===== src/rtl/uart_rx_fifo.sv =====
// UART receiver with 3-sample majority voting, parity/framing/break detection
// and a show-ahead receive FIFO with valid/ready pop and sticky overflow.
module uart_rx_fifo #(
  parameter int DATA_BITS    = 8,
  parameter int OVERSAMPLING = 8,
  parameter int PARITY_MODE  = 0,
  parameter int STOP_BITS    = 1,
  parameter int FIFO_DEPTH   = 4
) (
  input  logic                                 CLK,
  input  logic                                 NRST,
  input  logic                                 DIVPULSE,
  input  logic                                 RX_DSER,
  output logic [DATA_BITS-1:0]                 RX_DO,
  output logic                                 RX_PERR,
  output logic                                 RX_FERR,
  output logic                                 RX_VALID,
  input  logic                                 RX_READY,
  output logic [$clog2(FIFO_DEPTH+1)-1:0]      RX_LEVEL,
  output logic                                 RX_OVR,
  input  logic                                 RX_OVR_CLR,
  output logic                                 RX_BREAK,
  output logic                                 RX_BUSY
);

  localparam int TW = $clog2(OVERSAMPLING);
  localparam int AW = $clog2(FIFO_DEPTH);
  localparam int LW = $clog2(FIFO_DEPTH + 1);
  localparam int BW = $clog2(DATA_BITS + 1);
  localparam int EW = DATA_BITS + 2;

  localparam logic [TW-1:0] TC_S0   = TW'(OVERSAMPLING / 2 - 1);
  localparam logic [TW-1:0] TC_S1   = TW'(OVERSAMPLING / 2);
  localparam logic [TW-1:0] TC_DEC  = TW'(OVERSAMPLING / 2 + 1);
  localparam logic [TW-1:0] TC_LAST = TW'(OVERSAMPLING - 1);

  localparam logic [BW-1:0] LAST_DATA = BW'(DATA_BITS - 1);
  localparam logic [BW-1:0] LAST_STOP = BW'(STOP_BITS - 1);
  localparam logic [LW-1:0] FULL_LVL  = LW'(FIFO_DEPTH);
  localparam logic          PAR_ODD   = (PARITY_MODE == 1);

  localparam logic [2:0] IDLE     = 3'd0;
  localparam logic [2:0] START    = 3'd1;
  localparam logic [2:0] DATA     = 3'd2;
  localparam logic [2:0] PARITY   = 3'd3;
  localparam logic [2:0] STOP     = 3'd4;
  localparam logic [2:0] BRK_WAIT = 3'd5;

  logic                 sync1, sync2;
  logic [2:0]           state;
  logic [TW-1:0]        tc;
  logic [BW-1:0]        bit_cnt;
  logic                 samp0, samp1;
  logic [DATA_BITS-1:0] shift;
  logic                 par_bit;
  logic                 perr_r;
  logic                 ferr_r;
  logic                 brk_pulse;

  logic                 voted;
  logic                 stop_dec;
  logic                 is_break;
  logic                 push_req;
  logic                 frame_ferr;

  logic [EW-1:0]        mem [FIFO_DEPTH];
  logic [AW-1:0]        wptr, rptr;
  logic [LW-1:0]        level;
  logic                 ovr;
  logic                 pop;
  logic                 full;
  logic                 do_write;
  logic [EW-1:0]        head;

  always_ff @(posedge CLK or posedge NRST) begin
    if (NRST) begin
      sync1 <= 1'b1;
      sync2 <= 1'b1;
    end else begin
      sync1 <= RX_DSER;
      sync2 <= sync1;
    end
  end

  // The third vote is the live line on the decision tick itself.
  assign voted      = (samp0 & samp1) | (samp0 & sync2) | (samp1 & sync2);
  assign stop_dec   = DIVPULSE && (state == STOP) && (tc == TC_DEC);
  assign is_break   = stop_dec && (bit_cnt == '0) && (shift == '0) &&
                      ((PARITY_MODE == 0) || !par_bit) && !voted;
  assign push_req   = stop_dec && !is_break && (bit_cnt == LAST_STOP);
  assign frame_ferr = ferr_r | ~voted;

  always_ff @(posedge CLK or posedge NRST) begin
    if (NRST) begin
      state     <= IDLE;
      tc        <= '0;
      bit_cnt   <= '0;
      samp0     <= 1'b1;
      samp1     <= 1'b1;
      shift     <= '0;
      par_bit   <= 1'b0;
      perr_r    <= 1'b0;
      ferr_r    <= 1'b0;
      brk_pulse <= 1'b0;
    end else begin
      brk_pulse <= 1'b0;
      if (DIVPULSE) begin
        case (state)
          IDLE: begin
            if (!sync2) begin
              state   <= START;
              tc      <= '0;
              bit_cnt <= '0;
              ferr_r  <= 1'b0;
              perr_r  <= 1'b0;
            end
          end
          BRK_WAIT: begin
            if (sync2) state <= IDLE;
          end
          default: begin
            tc <= (tc == TC_LAST) ? '0 : tc + 1'b1;
            if (tc == TC_S0) samp0 <= sync2;
            if (tc == TC_S1) samp1 <= sync2;
            case (state)
              START: begin
                if (tc == TC_DEC && voted) state <= IDLE;
                else if (tc == TC_LAST)    state <= DATA;
              end
              DATA: begin
                if (tc == TC_DEC) shift <= {voted, shift[DATA_BITS-1:1]};
                if (tc == TC_LAST) begin
                  if (bit_cnt == LAST_DATA) begin
                    bit_cnt <= '0;
                    state   <= (PARITY_MODE != 0) ? PARITY : STOP;
                  end else begin
                    bit_cnt <= bit_cnt + 1'b1;
                  end
                end
              end
              PARITY: begin
                if (tc == TC_DEC) begin
                  par_bit <= voted;
                  perr_r  <= ((^shift) ^ voted) != PAR_ODD;
                end
                if (tc == TC_LAST) state <= STOP;
              end
              STOP: begin
                // The last stop bit completes mid-bit so a back-to-back start edge is seen.
                if (tc == TC_DEC) begin
                  if (is_break) begin
                    brk_pulse <= 1'b1;
                    state     <= BRK_WAIT;
                  end else if (bit_cnt == LAST_STOP) begin
                    state <= IDLE;
                  end else begin
                    ferr_r <= ferr_r | ~voted;
                  end
                end
                if (tc == TC_LAST) bit_cnt <= bit_cnt + 1'b1;
              end
              default: state <= IDLE;
            endcase
          end
        endcase
      end
    end
  end

  assign pop      = RX_VALID && RX_READY;
  assign full     = (level == FULL_LVL);
  assign do_write = push_req && (!full || pop);

  always_ff @(posedge CLK) begin
    if (do_write) mem[wptr] <= {frame_ferr, perr_r, shift};
  end

  // A push into a full FIFO is still accepted when the head is popped on the same edge.
  always_ff @(posedge CLK or posedge NRST) begin
    if (NRST) begin
      wptr  <= '0;
      rptr  <= '0;
      level <= '0;
      ovr   <= 1'b0;
    end else begin
      if (do_write) wptr <= wptr + 1'b1;
      if (pop)      rptr <= rptr + 1'b1;
      case ({do_write, pop})
        2'b10:   level <= level + 1'b1;
        2'b01:   level <= level - 1'b1;
        default: level <= level;
      endcase
      if (push_req && full && !pop) ovr <= 1'b1;
      else if (RX_OVR_CLR)          ovr <= 1'b0;
    end
  end

  assign head     = mem[rptr];
  assign RX_VALID = (level != '0);
  assign RX_DO    = RX_VALID ? head[DATA_BITS-1:0] : '0;
  assign RX_PERR  = RX_VALID ? head[DATA_BITS]     : 1'b0;
  assign RX_FERR  = RX_VALID ? head[DATA_BITS+1]   : 1'b0;
  assign RX_LEVEL = level;
  assign RX_OVR   = ovr;
  assign RX_BREAK = brk_pulse;
  assign RX_BUSY  = (state != IDLE);

endmodule


===== config.mk =====
export PLATFORM = sky130hd
export DESIGN_NAME = uart_rx_fifo
export DESIGN_NICKNAME = d
export VERILOG_FILES = /design/src/rtl/uart_rx_fifo.sv
export SDC_FILE = /design/constraint.sdc
export NUM_CORES = 1
export LEC_CHECK = 0
export ABC_AREA = 1
export BUFFER_PORTS_ARGS = -buffer_cell sky130_fd_sc_hd__buf_2
export CAP_MARGIN = 10
export CORE_MARGIN = 1
export CORE_UTILIZATION = 60
export CTS_CLUSTER_SIZE = 24
export DETAILED_ROUTE_END_ITERATION = 12
export PLACE_DENSITY = 0.78
export SYNTH_ARGS = -nofsm -noshare
export SYNTH_HDL_FRONTEND = slang
export SYNTH_SLANG_ARGS = --single-unit

===== constraint.sdc =====
create_clock -name CLK -period 3 [get_ports CLK]
set_input_delay 0.6 -clock CLK [delete_from_list [all_inputs] [get_ports CLK]]
set_output_delay 0.6 -clock CLK [all_outputs]
set_load 0.1 [all_outputs]

==> flow_summary.json, run 1 <==
{
  "run_status": "complete, no violations",
  "synth.distinct_cells": 33,
  "seq_area_frac_synth": 0.572,
  "critPathArrivalTime_ps": 2190,
  "placement.cell_area_sq_mm": 0.00376,
  "first_pass_grt_wire_length_um": 10300,
  "portBuffers": 22,
  "synth.top_cells.by_count": "52 x sky130_fd_sc_hd__nand2_1, 52 x sky130_fd_sc_hd__nor2_1, 45 x sky130_fd_sc_hd__inv_1, 40 x sky130_fd_sc_hd__edfxtp_1, 29 x sky130_fd_sc_hd__dfrtp_1",
  "clock-root-buffer": "sky130_fd_sc_hd__clkbuf_8",
  "tritoncts": "yes",
  "drt_pre_antenna_iters": 4,
  "final.setup.worst_slack_ps": 207,
  "number_of_buffers_added_by_the_clock_tree_synthesis_step": 9,
  "synth-warning-count": 0,
  "cp_endpoint_kind": "primary output",
  "placedCellCount": 448,
  "grt_start_max_net_pins": 34,
  "route.antenna.remaining_nets": 0,
  "min_path_type": "primary input to asynchronous set/reset pin",
  "avgViaCountPerCell": 5.27,
  "gpl.final_weighted_congestion": 0.908,
  "reg2reg_from": "RX_LEVEL[0]$_DFFE_PP0P_",
  "synthArstFlopShare": 0.452,
  "mappedNetlistNets": 380,
  "critical_path_source": "rptr[1]$_DFFE_PP0P_",
  "die_height_um": 79.0,
  "critPathLaunchType": "register",
  "die_w_um": 79.0,
  "timing_max_transition_violations_final": 0,
  "synth_area_leader_cell": "sky130_fd_sc_hd__edfxtp_1",
  "fmaxAchievable_ghz": 0.358,
  "cts-hold-fix-buffers": 0,
  "rsz0062_at_grt": "false",
  "cells_along_the_critical_path": "inv_1 > nor2_1 > o21ai_0 > a21oi_1 > buf_2",
  "synth.cell_area_sq_mm": 0.00355,
  "final_area_sq_mm": 0.00396,
  "ys_dominant_reg_cell": "sky130_fd_sc_hd__edfxtp_1",
  "setup_tns_ps": 0,
  "grt_util_all_layers": 0.220,
  "cp_max_fanout": 11,
  "worst_path_slowest_cell": "sky130_fd_sc_hd__dfrtp_1",
  "number_of_antenna_violations_at_the_first_check_in_global_routing": 0,
  "timing.max_cap.violations": 0,
  "timing.critical_path.required_ps": 2400,
  "clock_sink_count": 73,
  "vias": 2446,
  "core_sq_mm": 0.00561,
  "critPathKind": "register to primary output",
  "synth.top_cells.by_area": "sky130_fd_sc_hd__edfxtp_1 34%, sky130_fd_sc_hd__dfrtp_1 20%, sky130_fd_sc_hd__ha_1 5.6%",
  "post_cts_resize_count": 0,
  "synth-edff-count": 40,
  "floorplan.initialDensity": 0.634,
  "via_count_of_the_first_global_routing_pass": 2333,
  "period_minus_slack_ps": 2790,
  "die_area_sq_mm": 0.00623,
  "synth-seq-cells": 73,
  "hpwl_after_detailed_placement_um": 4280,
  "min_period_over_period": 0.931,
  "num_rows": 27,
  "drt-initial-drc-count": 131,
  "post-cts-setup-buffer-count": 0,
  "drt-wirelength-per-cell_um": 13.4,
  "final_cell_count_without_fillers": 464,
  "syn_area_per_cell_sq_um": 9.95,
  "crit_path_max_cell_delay_ps": 600,
  "max_slew.worst_pin.slew_ps": 895,
  "cts_buffer_depth": 2,
  "post_route_cells_drive_above_1_share": 0.191,
  "post-synth-top-area-fraction": 0.338,
  "dpl_worst_slack_ps": 485,
  "drt_drc_violations_left": 0,
  "cts_htree_levels": 3,
  "clock_pin_slew_on_the_worst_setup_and_hold_paths_ps": 80,
  "timing.final.setup_violations": 0,
  "maxSlewHeadroom": 0.401,
  "num_io_pins": 23,
  "total_wirelength_um": 6230,
  "timing.clock.skew_ps": 9.79,
  "hold_viol": 0,
  "syn-instance-count": 357,
  "antenna_cells": 0,
  "fin_nets": 410,
  "globalRoute.totalOverflow": 0,
  "area_delta_synth_final_pct": 11.4,
  "latest_clock_arrival_within_the_worst_skew_pair_ps": 340
}
## cell type report
class                   instances  area, sq um
clock inverters                 7         77.6
fillers                       419         1650
inverters                      47          176
well taps                      72         90.1
multi-input cells             228         1300
flip-flops and latches         73         2030
repair buffers                 28          155
clock buffers                   9          124
## flip-flops by register name, summed over array words and instances, names as in the netlist
name      count
perr_r        1
ferr_r        1
samp1         1
mem          40
RX_OVR        1
state         3
tc            3
wptr          2
sync2         1
samp0         1
RX_LEVEL      3
rptr          2
shift         8
sync1         1
bit_cnt       4
RX_BREAK      1
## kinds of logic after synthesis
| logic type | after synthesis | synth area share |
|---|---|---|
| flip-flops | 73 | 0.572 |
| XOR/XNOR | 8 | 0.0197 |
| buffers and inverters | 56 | 0.0616 |
| AO/OA/AOI/OAI | 57 | 0.0937 |
| adder cells (fa/ha/maj) | 17 | 0.0620 |
| AND/OR/NAND/NOR | 146 | 0.191 |
## layer usage
| layer | vias up | track usage | wire (um) |
|---|---|---|---|
| met2 | 72 | 0.392 | 3220 |
| met4 | 0 | 0.104 | 57 |
| met3 | 5 | 0.0414 | 307 |
| met1 | 1134 | 0.256 | 2650 |
| met5 | - | 0 | 0 |
| li1 | 1235 | - | - |
## final timing paths
check	to	slack, ps	depth (start not counted)
max in group asynchronous	sync1$_DFF_PP1_	2320	3
min reg2reg	sync2$_DFF_PP1_	360	0
max	RX_PERR	210	5
min	RX_LEVEL[2]$_DFFE_PP0P_	340	3
min in group CLK	sync1$_DFF_PP1_	350	1
max reg2reg	RX_LEVEL[1]$_DFFE_PP0P_	510	8
## worst max-delay path, delay by kind of cell, from the launching register on
kind / cells / cell delay, ps
AO/OA/AOI/OAI: 2 / 280
AND/OR/NAND/NOR: 1 / 190
flip-flops: 1 / 600
buffers and inverters: 2 / 770
## cells in the final DEF, fill, tap and decap left out, types with 2 or more instances in the layout
cell / instances
sky130_fd_sc_hd__inv_6: 2
sky130_fd_sc_hd__dfstp_2: 4
sky130_fd_sc_hd__xnor2_1: 2
sky130_fd_sc_hd__o21ai_2: 8
sky130_fd_sc_hd__xor2_1: 6
sky130_fd_sc_hd__nand2_1: 52
sky130_fd_sc_hd__nor3_1: 3
sky130_fd_sc_hd__edfxtp_1: 40
sky130_fd_sc_hd__inv_2: 2
sky130_fd_sc_hd__ha_1: 16
sky130_fd_sc_hd__nor2_1: 52
sky130_fd_sc_hd__nand2_2: 2
sky130_fd_sc_hd__a21oi_1: 14
sky130_fd_sc_hd__or2_2: 2
sky130_fd_sc_hd__clkinv_4: 2
sky130_fd_sc_hd__nand4_1: 2
sky130_fd_sc_hd__clkbuf_8: 9
sky130_fd_sc_hd__o21ai_1: 4
sky130_fd_sc_hd__o21ai_0: 28
sky130_fd_sc_hd__buf_2: 22
sky130_fd_sc_hd__nor2_2: 3
sky130_fd_sc_hd__dfrtp_1: 29
sky130_fd_sc_hd__inv_1: 45
sky130_fd_sc_hd__buf_4: 6
sky130_fd_sc_hd__nand3_2: 3
sky130_fd_sc_hd__nand3_1: 21
sky130_fd_sc_hd__nand2_4: 3
## through the flow
step	utilization	hold WS, ps
floorplan	-	345
global placement	0.670	346
detailed placement	0.670	348
CTS	0.706	332
global route	0.706	335
finish	0.706	341
Power of run 1 is not shown: default switching activity piles up to over one toggle a cycle in this logic, so the estimate is an artifact.
==> run 2, diff against run 1 <==
--- a/config.mk
+++ b/config.mk
@@ -12,7 +12,7 @@
 export CORE_UTILIZATION = 60
 export CTS_CLUSTER_SIZE = 24
 export DETAILED_ROUTE_END_ITERATION = 12
-export PLACE_DENSITY = 0.78
+export PLACE_DENSITY = 0.79
 export SYNTH_ARGS = -nofsm -noshare
 export SYNTH_HDL_FRONTEND = slang
 export SYNTH_SLANG_ARGS = --single-unit
==> run 2 against run 1 <==
Net effect: critical path depth fell by 1; hold slack got worse by 10 ps; flip-flop and latch count did not move; core utilization did not move; register-to-register slack improved by 40 ps; critical endpoint is now RX_DO[5]; routed wire length rose by 3.8%; worst setup slack improved by 39 ps; design area did not move; via count rose by 1.8%.
==> flow_summary.json, run 2 (same netlist as run 1, synthesis figures left out) <==
{
  "clock_pin_slew_on_the_worst_setup_and_hold_paths_ps": 80,
  "total_wirelength_um": 6470,
  "met3_layer_usage_reported_by_global_route": 0.0678,
  "portBuffers": 22,
  "route.antenna.remaining_nets": 0,
  "timing.final.setup_violations": 0,
  "grtUsageMet2": 0.401,
  "grtUsageMet1": 0.290,
  "largest_register_ff_count": 40,
  "fmaxAchievable_ghz": 0.363,
  "first_pass_grt_wire_length_um": 11100,
  "cp_max_fanout": 20,
  "min_path_type": "primary input to asynchronous set/reset pin",
  "latest_clock_arrival_within_the_worst_skew_pair_ps": 350,
  "via_count_of_the_first_global_routing_pass": 2447,
  "layout.core_utilization": 0.706,
  "drt-wirelength-per-cell_um": 14.0,
  "drt_pre_antenna_iters": 4,
  "timing_max_transition_violations_final": 0,
  "cp_endpoint_kind": "primary output",
  "avgViaCountPerCell": 5.37,
  "cts_buffer_depth": 2,
  "core_sq_mm": 0.00561,
  "hold_viol": 0,
  "post_route_cells_drive_above_1_share": 0.191,
  "post-cts-setup-buffer-count": 0,
  "die_area_sq_mm": 0.00623,
  "timing.max_cap.violations": 0,
  "max_slew.worst_pin.slew_ps": 876,
  "floorplan.initialDensity": 0.634,
  "period_minus_slack_ps": 2750,
  "cells_on_worst_reg2reg_path": 12,
  "clock_sink_count": 73,
  "num_io_pins": 23,
  "fin_nets": 410,
  "timing.critical_path.required_ps": 2400,
  "cts_htree_levels": 3,
  "ff_to_ff_setup_slack_ps": 550,
  "drt_drc_violations_left": 0,
  "timing.rr.end": "RX_LEVEL[2]$_DFFE_PP0P_",
  "filler_cell_count": 427,
  "regs_by_ff_count": "mem (40), shift (8), bit_cnt (4)",
  "grt_util_all_layers": 0.242,
  "die_height_um": 79.0,
  "critPathArrivalTime_ps": 2150,
  "die_w_um": 79.0,
  "vias": 2491,
  "tritoncts": "yes",
  "gpl.final_weighted_congestion": 0.874,
  "antenna_cells": 0,
  "grt_start_max_net_pins": 34,
  "drt-initial-drc-count": 188,
  "timing.clock.skew_ps": 14.0,
  "area_delta_synth_final_pct": 11.4,
  "maxSlewHeadroom": 0.414,
  "commonest_cells_after_routing_fill_and_taps_aside": "52 x sky130_fd_sc_hd__nand2_1, 52 x sky130_fd_sc_hd__nor2_1, 45 x sky130_fd_sc_hd__inv_1",
  "number_of_antenna_violations_at_the_first_check_in_global_routing": 0,
  "min_period_over_period": 0.918,
  "regMostFlops": "mem",
  "critPathKind": "register to primary output",
  "num_rows": 27,
  "post_cts_resize_count": 0,
  "rsz0062_at_grt": "false",
  "hpwl_after_detailed_placement_um": 4440,
  "clock-root-buffer": "sky130_fd_sc_hd__clkbuf_8",
  "cts-hold-fix-buffers": 0,
  "critPathLaunchType": "register",
  "globalRoute.totalOverflow": 0,
  "reg2reg_from": "shift[6]$_DFFE_PP0P_",
  "number_of_buffers_added_by_the_clock_tree_synthesis_step": 9,
  "run_status": "complete, no violations",
  "grt_busiest_layer": "met2"
}
run 2: how the worst max path moves through the flow:
stage / slack (ps) / end / from / depth (start not counted)
6_report: 250 / RX_DO[5] / rptr[0]$_DFFE_PP0P_ / 4
5_1_grt: 90 / RX_DO[4] / rptr[0]$_DFFE_PP0P_ / 4
4_1_cts: 210 / RX_DO[7] / rptr[1]$_DFFE_PP0P_ / 5
3_5_place_dp: 540 / RX_LEVEL[2]$_DFFE_PP0P_ / RX_READY / 10
3_3_place_gp: 610 / RX_LEVEL[2]$_DFFE_PP0P_ / RX_READY / 10
2_1_floorplan: -620 / RX_DO[1] / RX_LEVEL[0]$_DFFE_PP0P_ / 5
run 2: per-stage QoR:
step	setup WS, ps	instance area, sq um	std cells	hold slack, ps	TNS, ps
5_1_grt	86.8	3960	464	320	0
3_3_place_gp	611	3760	448	346	0
6_report	247	3960	464	331	0
4_1_cts	213	3960	464	322	0
2_1_floorplan	-617	3550	357	345	-5960
3_5_place_dp	537	3760	448	347	0
run 2: per-layer routing:
layer / vias to the layer above / share of wire
met3: 12 / 0.052
met2: 71 / 0.51
met4: 0 / 0.018
li1: 1231 / -
met5: - / 0
met1: 1177 / 0.42
run 2: worst max-delay path: stages (launching register included):
cell and delay (ps):
sky130_fd_sc_hd__dfrtp_1 520, sky130_fd_sc_hd__inv_1 440, sky130_fd_sc_hd__o21ai_0 190, sky130_fd_sc_hd__a21oi_1 200, sky130_fd_sc_hd__buf_2 460
run 2: cell type report:
type | count | area, sq um | area share
sequential | 73 | 2030 | 0.513
multi-input combinational | 228 | 1300 | 0.329
inverter | 47 | 176 | 0.0446
timing repair buffer | 28 | 155 | 0.0392
clock buffer | 9 | 124 | 0.0313
tap | 72 | 90.1 | 0.0228
clock inverter | 7 | 77.6 | 0.0196
Power of run 2 is left out for the same reason.
==> run 3, diff against run 2 <==
--- a/config.mk
+++ b/config.mk
@@ -5,7 +5,6 @@
 export SDC_FILE = /design/constraint.sdc
 export NUM_CORES = 1
 export LEC_CHECK = 0
-export ABC_AREA = 1
 export BUFFER_PORTS_ARGS = -buffer_cell sky130_fd_sc_hd__buf_2
 export CAP_MARGIN = 10
 export CORE_MARGIN = 1
==> constraint.sdc (replaced) <==
create_clock -name CLK -period 3 [get_ports CLK]
set_input_delay 0.15 -clock CLK [delete_from_list [all_inputs] [get_ports CLK]]
set_output_delay 0.15 -clock CLK [all_outputs]
set_load 0.1 [all_outputs]
==> run 3 against run 2 <==
Net effect: final cell count decreased by 21%; core utilization fell by 1.0 points; synthesized cell count decreased by 27%; global-route usage decreased by 1.8 points; critical path type is now register to register.
==> flow_summary.json, run 3 <==
{
  "globalRoute.totalOverflow": 0,
  "final_cell_count_without_fillers": 367,
  "synth-warning-count": 0,
  "regMostFlops": "mem",
  "route.antenna.remaining_nets": 0,
  "synth.distinct_cells": 57,
  "die_height_um": 78.3,
  "synth-edff-count": 40,
  "gpl.final_weighted_congestion": 0.848,
  "via_count_of_the_first_global_routing_pass": 2088,
  "min_path_type": "primary input to register",
  "num_rows": 27,
  "post_route_cells_drive_above_1_share": 0.224,
  "hpwl_after_detailed_placement_um": 4090,
  "max_slew.worst_pin.slew_ps": 690,
  "post-synth-top-area-fraction": 0.344,
  "syn_area_per_cell_sq_um": 13.4,
  "die_w_um": 78.3,
  "path_delay_family": "simple AND/OR/NAND/NOR gates",
  "regs_by_ff_count": "mem (40), shift (8), bit_cnt (4)",
  "synth.top_cells.by_area": "sky130_fd_sc_hd__edfxtp_1 34%, sky130_fd_sc_hd__dfrtp_1 21%, sky130_fd_sc_hd__mux4_2 6.5%",
  "path_buf_inv": 2,
  "clock_pin_slew_on_the_worst_setup_and_hold_paths_ps": 80,
  "critPathKind": "register to register",
  "synth_area_leader_cell": "sky130_fd_sc_hd__edfxtp_1",
  "min_period_over_period": 0.836,
  "clock_sink_count": 73,
  "total_wirelength_um": 5880,
  "hold_viol": 0,
  "post-cts-setup-buffer-count": 0,
  "area_delta_synth_final_pct": 10.4,
  "timing.clock.skew_ps": 7.75,
  "commonest_cells_after_routing_fill_and_taps_aside": "40 x sky130_fd_sc_hd__edfxtp_1, 29 x sky130_fd_sc_hd__dfrtp_1, 26 x sky130_fd_sc_hd__inv_1",
  "layout_commonest_cell": "sky130_fd_sc_hd__edfxtp_1",
  "mappedNetlistNets": 284,
  "worst_path_slowest_cell": "sky130_fd_sc_hd__dfrtp_1",
  "rsz0062_at_grt": "false",
  "final.setup.worst_slack_ps": 493,
  "final_area_sq_mm": 0.00385,
  "die_area_sq_mm": 0.00612,
  "vias": 2037,
  "cts_buffer_depth": 2,
  "placement.cell_area_sq_mm": 0.00366,
  "latest_clock_arrival_within_the_worst_skew_pair_ps": 340,
  "dpl_worst_slack_ps": 487,
  "synthArstFlopShare": 0.452,
  "maxSlewHeadroom": 0.540,
  "timing_max_transition_violations_final": 0,
  "critPathLaunchType": "register",
  "clock-root-buffer": "sky130_fd_sc_hd__clkbuf_8",
  "drt-wirelength-per-cell_um": 16.0,
  "placedCellCount": 348,
  "floorplan.initialDensity": 0.630,
  "critical_path_cell_count": 10,
  "number_of_buffers_added_by_the_clock_tree_synthesis_step": 9,
  "fin_nets": 313,
  "portBuffers": 22,
  "number_of_antenna_violations_at_the_first_check_in_global_routing": 0,
  "setup_tns_ps": 0,
  "critical_path_source": "state[2]$_DFFE_PP0P_",
  "run_status": "complete, no violations",
  "drt_pre_antenna_iters": 4,
  "timing.max_cap.violations": 0,
  "grt_util_all_layers": 0.224,
  "synth.top_cells.by_count": "40 x sky130_fd_sc_hd__edfxtp_1, 29 x sky130_fd_sc_hd__dfrtp_1, 26 x sky130_fd_sc_hd__inv_1, 17 x sky130_fd_sc_hd__and2_1, 16 x sky130_fd_sc_hd__ha_1",
  "timing.critical_path.required_ps": 3230,
  "fmaxAchievable_ghz": 0.399,
  "cts_htree_levels": 3,
  "tritoncts": "yes",
  "timing.final.setup_violations": 0,
  "syn-instance-count": 261,
  "antenna_cells": 0,
  "cells_on_worst_reg2reg_path": 10,
  "ys_dominant_reg_cell": "sky130_fd_sc_hd__edfxtp_1",
  "cells_along_the_critical_path": "and4bb_2 > nand3_2 > nor3b_4 > inv_1 > ha_1 > inv_1 > fa_1 > xor2_1 > nor2_1 > xor2_1",
  "min_delay_path_depth": 3,
  "filler_cell_count": 383,
  "seq_area_frac_synth": 0.582,
  "grt_start_max_net_pins": 34,
  "crit_path_max_cell_delay_ps": 600,
  "synth-seq-cells": 73,
  "synth.cell_area_sq_mm": 0.00349,
  "timing.hold.worst.start": "RX_READY",
  "cp_max_fanout": 16,
  "reg2reg_from": "state[2]$_DFFE_PP0P_",
  "drt-initial-drc-count": 99,
  "period_minus_slack_ps": 2510,
  "avgViaCountPerCell": 5.55,
  "core_sq_mm": 0.00554,
  "drt_drc_violations_left": 0,
  "cp_endpoint_kind": "register",
  "num_io_pins": 23,
  "first_pass_grt_wire_length_um": 9950,
  "largest_register_ff_count": 40,
  "synth_most_common_cell": "sky130_fd_sc_hd__edfxtp_1",
  "critPathArrivalTime_ps": 2730
}
run 3: cell types whose count changed after synthesis, sizes merged, moves of 3 or more:
cell / previous run / this run
nand2: 57 / 15
o21ai: 40 / 15
and2: 0 / 17
a22o: 0 / 3
a21oi: 15 / 1
mux4: 0 / 10
xnor2: 2 / 7
inv: 47 / 26
nor3b: 0 / 4
nand3: 25 / 5
mux2: 0 / 6
nor2: 57 / 8
run 3: repair_timing:
| item | in CTS | in global routing |
|---|---|---|
| gates resized for setup | 0 | 0 |
| endpoints found under the hold margin | 31 | 0 |
| hold buffers | 3 | 0 |
run 3: final cells by class:
class | instances | area [sq um] | share of cell area
inverter | 26 | 97.6 | 0.0253
timing repair buffer | 26 | 148 | 0.0383
tap | 72 | 90.1 | 0.0234
clock inverter | 5 | 32.5 | 0.00844
sequential | 73 | 2030 | 0.527
clock buffer | 11 | 131 | 0.0341
multi-input combinational | 154 | 1320 | 0.343
run 3: cell families (layout without fill, tap and decap cells):
family | Yosys count | count (layout) | share of synthesized area
AND/OR/NAND/NOR | 72 | 72 | 0.124
adder cells (fa/ha/maj) | 18 | 18 | 0.0664
flip-flops | 73 | 73 | 0.582
multiplexers | 17 | 17 | 0.0890
buffers and inverters | 34 | 68 | 0.0387
AO/OA/AOI/OAI | 36 | 36 | 0.0721
XOR/XNOR | 11 | 11 | 0.0276
run 3: worst min-delay path: stages:
cell	delay, ps
sky130_fd_sc_hd__buf_2	80
sky130_fd_sc_hd__or4b_1	130
sky130_fd_sc_hd__o32ai_1	90
run 3: path summary, 6_finish.rpt:
| kind | end | slack [ps] |
|---|---|---|
| worst min register to register | sync2$_DFF_PP1_ | 360 |
| worst max register to register | RX_LEVEL[2]$_DFFE_PP0P_ | 490 |
| min in group asynchronous | bit_cnt[1]$_DFFE_PP0P_ | 440 |
| max in group asynchronous | samp1$_DFFE_PP1P_ | 2210 |
| worst min-delay path | RX_OVR$_DFFE_PP0P_ | 160 |
| worst max-delay path | RX_LEVEL[2]$_DFFE_PP0P_ | 490 |
run 3: metrics by stage:
stage | hold slack (ps) | utilization
after floorplan | 154 | -
after global placement | 256 | 0.660
after detailed placement | 257 | 0.660
after CTS | 144 | 0.695
after global routing | 176 | 0.695
final | 157 | 0.695
run 3: layer usage:
layer,global-route usage,wire length (um),vias up
met5,0,0,-
met1,0.279,2520,993
met2,0.387,3090,37
li1,-,-,1001
met3,0.0453,184,6
met4,0.0833,80,0
Power of run 3 is left out for the same reason.
